--- src/rtl/dino_jump_ctrl_if.sv ---
// Dinosaur jump controller bus: input-event signals and registered motion outputs.
//   master : drives tick, ps2_ready/ps2_data, pad_ready/pad_code; observes outputs
//   slave  : the controller; receives inputs, drives dino_y, airborne, jump_start, step
interface dino_jump_ctrl_if;
   logic       tick;
   logic       ps2_ready;
   logic [9:0] ps2_data;
   logic       pad_ready;
   logic [4:0] pad_code;
   logic [8:0] dino_y;
   logic       airborne;
   logic       jump_start;
   logic [5:0] step;

   modport master (
      output tick, ps2_ready, ps2_data, pad_ready, pad_code,
      input  dino_y, airborne, jump_start, step
   );

   modport slave (
      input  tick, ps2_ready, ps2_data, pad_ready, pad_code,
      output dino_y, airborne, jump_start, step
   );
endinterface

--- src/rtl/dino_jump_ctrl.sv ---
// Dinosaur jump controller. Turns a PS/2 key or keypad press into a 64-tick
// jump trajectory and reports the current Y coordinate.
// Ports:
//   clk   - system clock, rising edge
//   clrn  - synchronous active-low reset
//   bus   - dino_jump_ctrl_if.slave: tick, ps2_ready/ps2_data, pad_ready/pad_code
//           in; dino_y, airborne, jump_start, step out (all registered)
//
// state  | meaning
// GROUND | standing at GROUND_Y, waiting for a jump request
// RISE   | ascending, steps 0..31
// FALL   | descending, steps 32..63; lands on the step-63 tick
module dino_jump_ctrl #(
   parameter logic [8:0] GROUND_Y = 9'd146,
   parameter logic [7:0] KEY_CODE = 8'h12,
   parameter logic [4:0] PAD_CODE = 5'h10
) (
   input logic            clk,
   input logic            clrn,
   dino_jump_ctrl_if.slave bus
);

   typedef enum logic [1:0] {GROUND, RISE, FALL} state_t;

   state_t     state;
   logic       ps2_q;
   logic       pad_q;
   logic [8:0] y_q;
   logic [5:0] step_q;
   logic       air_q;
   logic       js_q;

   logic       ps2_evt;
   logic       pad_evt;
   logic       req;
   logic [8:0] mag;
   logic [8:0] y_next;

   // Only a make code of the plain (non-extended) jump key counts.
   assign ps2_evt = bus.ps2_ready & ~ps2_q & (bus.ps2_data[7:0] == KEY_CODE) &
                    ~bus.ps2_data[8] & ~bus.ps2_data[9];
   assign pad_evt = bus.pad_ready & ~pad_q & (bus.pad_code == PAD_CODE);
   assign req     = ps2_evt | pad_evt;

   // Symmetric velocity profile: 60+40+24 up, 24+40+60 down, net zero.
   always_comb begin
      mag = 9'd2;
      if (step_q < 6'd10)      mag = 9'd6;
      else if (step_q < 6'd20) mag = 9'd4;
      else if (step_q < 6'd44) mag = 9'd2;
      else if (step_q < 6'd54) mag = 9'd4;
      else                     mag = 9'd6;
      y_next = (step_q < 6'd32) ? (y_q - mag) : (y_q + mag);
   end

   always_ff @(posedge clk) begin
      if (!clrn) begin
         state  <= GROUND;
         y_q    <= GROUND_Y;
         air_q  <= 1'b0;
         js_q   <= 1'b0;
         step_q <= 6'd0;
         // History starts high so a line held across reset release is not an edge.
         ps2_q  <= 1'b1;
         pad_q  <= 1'b1;
      end else begin
         ps2_q <= bus.ps2_ready;
         pad_q <= bus.pad_ready;
         js_q  <= 1'b0;
         case (state)
            GROUND: begin
               y_q    <= GROUND_Y;
               step_q <= 6'd0;
               air_q  <= 1'b0;
               if (req) begin
                  state <= RISE;
                  air_q <= 1'b1;
                  js_q  <= 1'b1;
               end
            end
            RISE: begin
               if (bus.tick) begin
                  y_q    <= y_next;
                  step_q <= step_q + 6'd1;
                  if (step_q == 6'd31) state <= FALL;
               end
            end
            FALL: begin
               if (bus.tick) begin
                  if (step_q == 6'd63) begin
                     // Snap to ground so any arithmetic drift can never accumulate.
                     state  <= GROUND;
                     air_q  <= 1'b0;
                     step_q <= 6'd0;
                     y_q    <= GROUND_Y;
                  end else begin
                     y_q    <= y_next;
                     step_q <= step_q + 6'd1;
                  end
               end
            end
            default: state <= GROUND;
         endcase
      end
   end

   assign bus.dino_y     = y_q;
   assign bus.airborne   = air_q;
   assign bus.jump_start = js_q;
   assign bus.step       = step_q;

endmodule

--- src/flat_wrapper.sv ---
// flat-port wrapper written by rule: the top's interface ports become plain ports
module dino_jump_ctrl_flat 
#(
   parameter logic [8:0] GROUND_Y = 9'd146,
   parameter logic [7:0] KEY_CODE = 8'h12,
   parameter logic [4:0] PAD_CODE = 5'h10
)
  (clk, clrn, bus_tick, bus_ps2_ready, bus_ps2_data, bus_pad_ready, bus_pad_code, bus_dino_y, bus_airborne, bus_jump_start, bus_step);
  dino_jump_ctrl_if bus_i ();
  input logic clk;
  input logic clrn;
  input wire logic [$bits(bus_i.tick)-1:0] bus_tick;
  input wire logic [$bits(bus_i.ps2_ready)-1:0] bus_ps2_ready;
  input wire logic [$bits(bus_i.ps2_data)-1:0] bus_ps2_data;
  input wire logic [$bits(bus_i.pad_ready)-1:0] bus_pad_ready;
  input wire logic [$bits(bus_i.pad_code)-1:0] bus_pad_code;
  output wire logic [$bits(bus_i.dino_y)-1:0] bus_dino_y;
  output wire logic [$bits(bus_i.airborne)-1:0] bus_airborne;
  output wire logic [$bits(bus_i.jump_start)-1:0] bus_jump_start;
  output wire logic [$bits(bus_i.step)-1:0] bus_step;
  assign bus_i.tick = bus_tick;
  assign bus_i.ps2_ready = bus_ps2_ready;
  assign bus_i.ps2_data = bus_ps2_data;
  assign bus_i.pad_ready = bus_pad_ready;
  assign bus_i.pad_code = bus_pad_code;
  assign bus_dino_y = bus_i.dino_y;
  assign bus_airborne = bus_i.airborne;
  assign bus_jump_start = bus_i.jump_start;
  assign bus_step = bus_i.step;
  dino_jump_ctrl #(.GROUND_Y(GROUND_Y), .KEY_CODE(KEY_CODE), .PAD_CODE(PAD_CODE)) u_core (.clk(clk), .clrn(clrn), .bus(bus_i));
endmodule
--- config.mk ---
export PLATFORM = sky130hd
export DESIGN_NAME = dino_jump_ctrl_flat
export DESIGN_NICKNAME = d
export VERILOG_FILES = /design/src/rtl/dino_jump_ctrl_if.sv /design/src/rtl/dino_jump_ctrl.sv /design/src/flat_wrapper.sv
export SDC_FILE = /design/constraint.sdc
export NUM_CORES = 1
export LEC_CHECK = 0
export ABC_AREA = 1
export BUFFER_PORTS_ARGS = -buffer_cell sky130_fd_sc_hd__buf_2
export CAP_MARGIN = 5
export CORE_MARGIN = 3
export CORE_UTILIZATION = 42
export CTS_CLUSTER_SIZE = 14
export DETAILED_ROUTE_END_ITERATION = 8
export GPL_ROUTABILITY_DRIVEN = 0
export PLACE_DENSITY = 0.76
export SKIP_CTS_REPAIR_TIMING = 1
export SLEW_MARGIN = 10
export SYNTH_ARGS = -nofsm -noshare
export SYNTH_HDL_FRONTEND = slang
export SYNTH_SLANG_ARGS = --single-unit
--- constraint.sdc ---
create_clock -name clk -period 7.41 [get_ports clk]
set_input_delay 1.482 -clock clk [delete_from_list [all_inputs] [get_ports clk]]
set_output_delay 1.482 -clock clk [all_outputs]
set_load 0.01 [all_outputs]
==> metrics.md <==
| Metric | Value |
|---|---|
| Final worst path period need | 2.68 ns |
| R2R Path End | u_core.bus.dino_y[4] |
| Mapped Cells | 235 |
| Synth top area share | 27.6% |
| Max-Cap Viols | 0 |
| Number of global-route vias before repair | 1338 |
| Critical Path RT | 7.62 ns |
| Avg Synthesized Cell Area | 6.48 sq um |
| Die height | 66.2 um |
| Min-delay src | u_core.bus.dino_y[0] |
| Slowest cell on crit path | dfxtp_1 |
| Total number of yosys warnings | 0 |
| Period utilization | 36.2% |
| Placeable Area | 0.00342 sq mm |
| Type of origin of the critical path | flip-flop |
| Die area | 0.00438 sq mm |
| DRC | 0 |
| Initial antenna violation count | 0 |
| Crit Reg-Reg Startpoint | u_core.bus.step[4] |
| Ranking of synthesized cells by area | dfxtp_1, nand2_1, ha_1 |
| Buffers on Ports | 36 |
| Largest net degree at the start of global routing | 14 |
| Pwr per Cell Area | 127 mW/mm^2 |
| Final hold vios | 0 |
| Clk Latency, worst-skew pair | 0.31 ns |
| Minimum setup slack among reg-to-reg paths | 4.73 ns |
| Top cells by count, synth | nand2_1, inv_1, nor2_1 |
| CTS root buffer | clkbuf_4 |
| Worst-Margin Slew | 0.481 ns |
| Clock buffer count from CTS | 3 |
| Via density | 4.64 |
| Count of clock tree sinks | 21 |
| Critical Path Max Stage Delay | 0.42 ns |
| Post-DP HPWL | 2630 um |
| Area growth syn-to-layout | 16.3% |
| Hold endpoint | u_core.bus.dino_y[0] |
| HP Class | reg -> reg |
| Drt first-iter violations | 54 |
| CP dominant cell by count | nand2_1 |
| Drt first pass iters | 4 |
| Die W | 66.2 um |
| CP Class | reg -> reg |
| CTS HTree Levels | 1 |
| Clock Skews | 0.00581 ns |
| Avg WL per Cell | 10.4 um |
| Ratio of cells with drive above 1 in the final layout | 18.7% |
| N_diodes | 0 |
| GRT Residual Overflow | 0 |
| First-pass GRT wire length | 5690 um |
| Crit path buf inv count | 4 |
| Leakage power | 0.000894 uW |
| WHS Path Cells | 2 |
| Worst rel slew slack | 67.8% |
| DR vias | 1481 |
| Max Clk Rate | 373 MHz |
| Final setup viols | 0 |
| Crit path DAT | 2.89 ns |
| Post-synthesis register bit count | 21 |
| Row cnt | 21 |
| Design Power | 225 uW |
| Async SR Flop Fraction | 0% |
| Setup TNS | 0 ns |
| Post-Synthesis Net Count | 269 |
| Initial core utilization | 44.6% |
| Gr usage total | 16.4% |
| Max FO, Critical Path | 6 |
| Final slew viol count | 0 |
| Count leader, synth | nand2_1 |
| CP Capture Type | flip-flop |
| Post-synth EDFFs | 0 |
| Seq/Total Area, Yosys | 27.6% |
| Reg2Reg Depth | 18 |
| Cell area after synthesis | 0.00152 sq mm |
| Routed Antenna Nets | 0 |
| Clock-pin slew on the worst setup and hold paths | 0.12 ns |
| RSZ-0062 raised after global routing | false |
| Fill count | 352 |
| Num ports | 37 |
| Cell Chain, Critical Path | inv_1 > nand2_1 > inv_1 > nor2_1 > inv_1 > nand2_1 > inv_1 > ha_1 > nor2_1 > ha_1 > nand2_1 > nand3_1 > xnor2_1 > nand2_1 > nand2_1 > nand2_1 > nand2_1 > nand2_1 |
| Synth area leader | dfxtp_1 |
| Final WL | 3330 um |
| Primary FF master, synth | dfxtp_1 |
| Clock buffer depth | 2 |
| Nets@finish | 308 |
| CTS tree | done |
| Crit path max-delay family | simple AND/OR/NAND/NOR gates |
| Status | complete, no violations |
| Yosys cell types | 32 |
| Max VDD drop | 0.109 mV |
==> placed cells by master (no fill, tap or decap) <==
| master | instances |
|---|---|
| nand2_1 | 69 |
| inv_1 | 36 |
| buf_2 | 36 |
| nor2_1 | 24 |
| dfxtp_1 | 21 |
| a21oi_1 | 18 |
| nand3_1 | 13 |
| ha_1 | 13 |
| nand4_1 | 5 |
| o21ai_1 | 4 |
| o21ai_0 | 3 |
| nor3_1 | 3 |
| clkbuf_4 | 3 |
| nand3_2 | 2 |
| nor2_2 | 2 |
| inv_2 | 2 |
| xnor2_1 | 2 |
| xor2_1 | 2 |
| a211oi_1 | 1 |
| nor2_4 | 1 |
| nor2_8 | 1 |
| clkinv_1 | 1 |
| o21ai_2 | 1 |
| nand3b_1 | 1 |
| a31oi_1 | 1 |
| and3_1 | 1 |
| or2_2 | 1 |
| nand2_2 | 1 |
| nor3_2 | 1 |
| or2_0 | 1 |
| o31ai_1 | 1 |
| fa_1 | 1 |
| clkbuf_1 | 1 |
==> cell type report <==
cell class	instances	area, sq um	share of cell area (%)
Tap cell	46	57.6	3.25
Sequential cell	21	420	23.7
Multi-Input combinational cell	173	940	53.1
Clock buffer	4	26.3	1.48
Timing Repair Buffer	36	180	10.2
Inverter	39	146	8.27
==> registers in the layout, indices dropped and copies added (netlist names) <==
signal / count
u_core.bus.airborne: 1
u_core.bus.dino_y: 9
u_core.bus.jump_start: 1
u_core.bus.step: 6
u_core.pad_q: 1
u_core.ps2_q: 1
u_core.state: 2
==> kinds of logic after synthesis <==
kind of cell	count (synthesis)	share of synthesized area (%)
simple gates	126	37.2
xor+xnor	4	2.30
fa+ha+maj	14	12.0
compound gates	29	10.2
flops	21	27.6
buf+inv	41	10.7
==> per-stage QoR <==
| step | worst slack (ns) | cell area (sq um) | hold slack [ns] | instances | util, % |
|---|---|---|---|---|---|
| 6_report | 4.73 | 1770 | 0.441 | 319 | 51.8 |
| 3_3_place_gp | 4.85 | 1740 | 0.416 | 315 | 51.1 |
| 5_1_grt | 4.33 | 1770 | 0.451 | 319 | 51.8 |
| 4_1_cts | 4.74 | 1770 | 0.437 | 319 | 51.8 |
| 3_5_place_dp | 4.78 | 1740 | 0.416 | 315 | 51.1 |
| 2_1_floorplan | 4.99 | 1520 | 0.453 | 235 | - |
==> worst max path at each step <==
stage	startpoint	end	cells past startpoint
floorplan	u_core.bus.step[4]	u_core.bus.dino_y[5]	16
global placement	u_core.bus.step[4]	u_core.bus.dino_y[5]	16
detailed placement	u_core.bus.step[4]	u_core.bus.dino_y[4]	18
CTS	u_core.bus.step[4]	u_core.bus.dino_y[4]	18
global route	u_core.bus.step[4]	u_core.bus.dino_y[7]	20
finish	u_core.bus.step[4]	u_core.bus.dino_y[4]	18
==> layer usage <==
layer / global-route usage [%] / routed length (um) / vias up / share of wire [%]
li1: - / - / 822 / -
met1: 21.5 / 1650 / 630 / 49
met2: 27.6 / 1550 / 27 / 46
met3: 3.91 / 113 / 2 / 3.4
met4: 2.28 / 21 / 0 / 0.63
met5: 0 / 0 / - / 0
==> power breakdown <==
| part | internal, uW | switching, uW | total, uW |
|---|---|---|---|
| Combinational | 19.8 | 30.2 | 50.0 |
| Sequential | 116 | 2.29 | 118 |
| Clock | 21.0 | 36.1 | 57.1 |
| Total | 157 | 68.6 | 225 |
==> worst register-to-register path, cell delays in order, from the launching register on <==
cell     delay (ns)
dfxtp_1        0.42
inv_1          0.12
nand2_1        0.12
inv_1          0.04
nor2_1         0.12
inv_1          0.07
nand2_1        0.06
inv_1          0.04
ha_1           0.18
nor2_1         0.38
ha_1           0.39
nand2_1        0.11
nand3_1        0.13
xnor2_1        0.17
nand2_1        0.06
nand2_1        0.06
nand2_1        0.04
nand2_1        0.05
nand2_1        0.04
No activity file was read; power rests on OpenSTA's default activity.
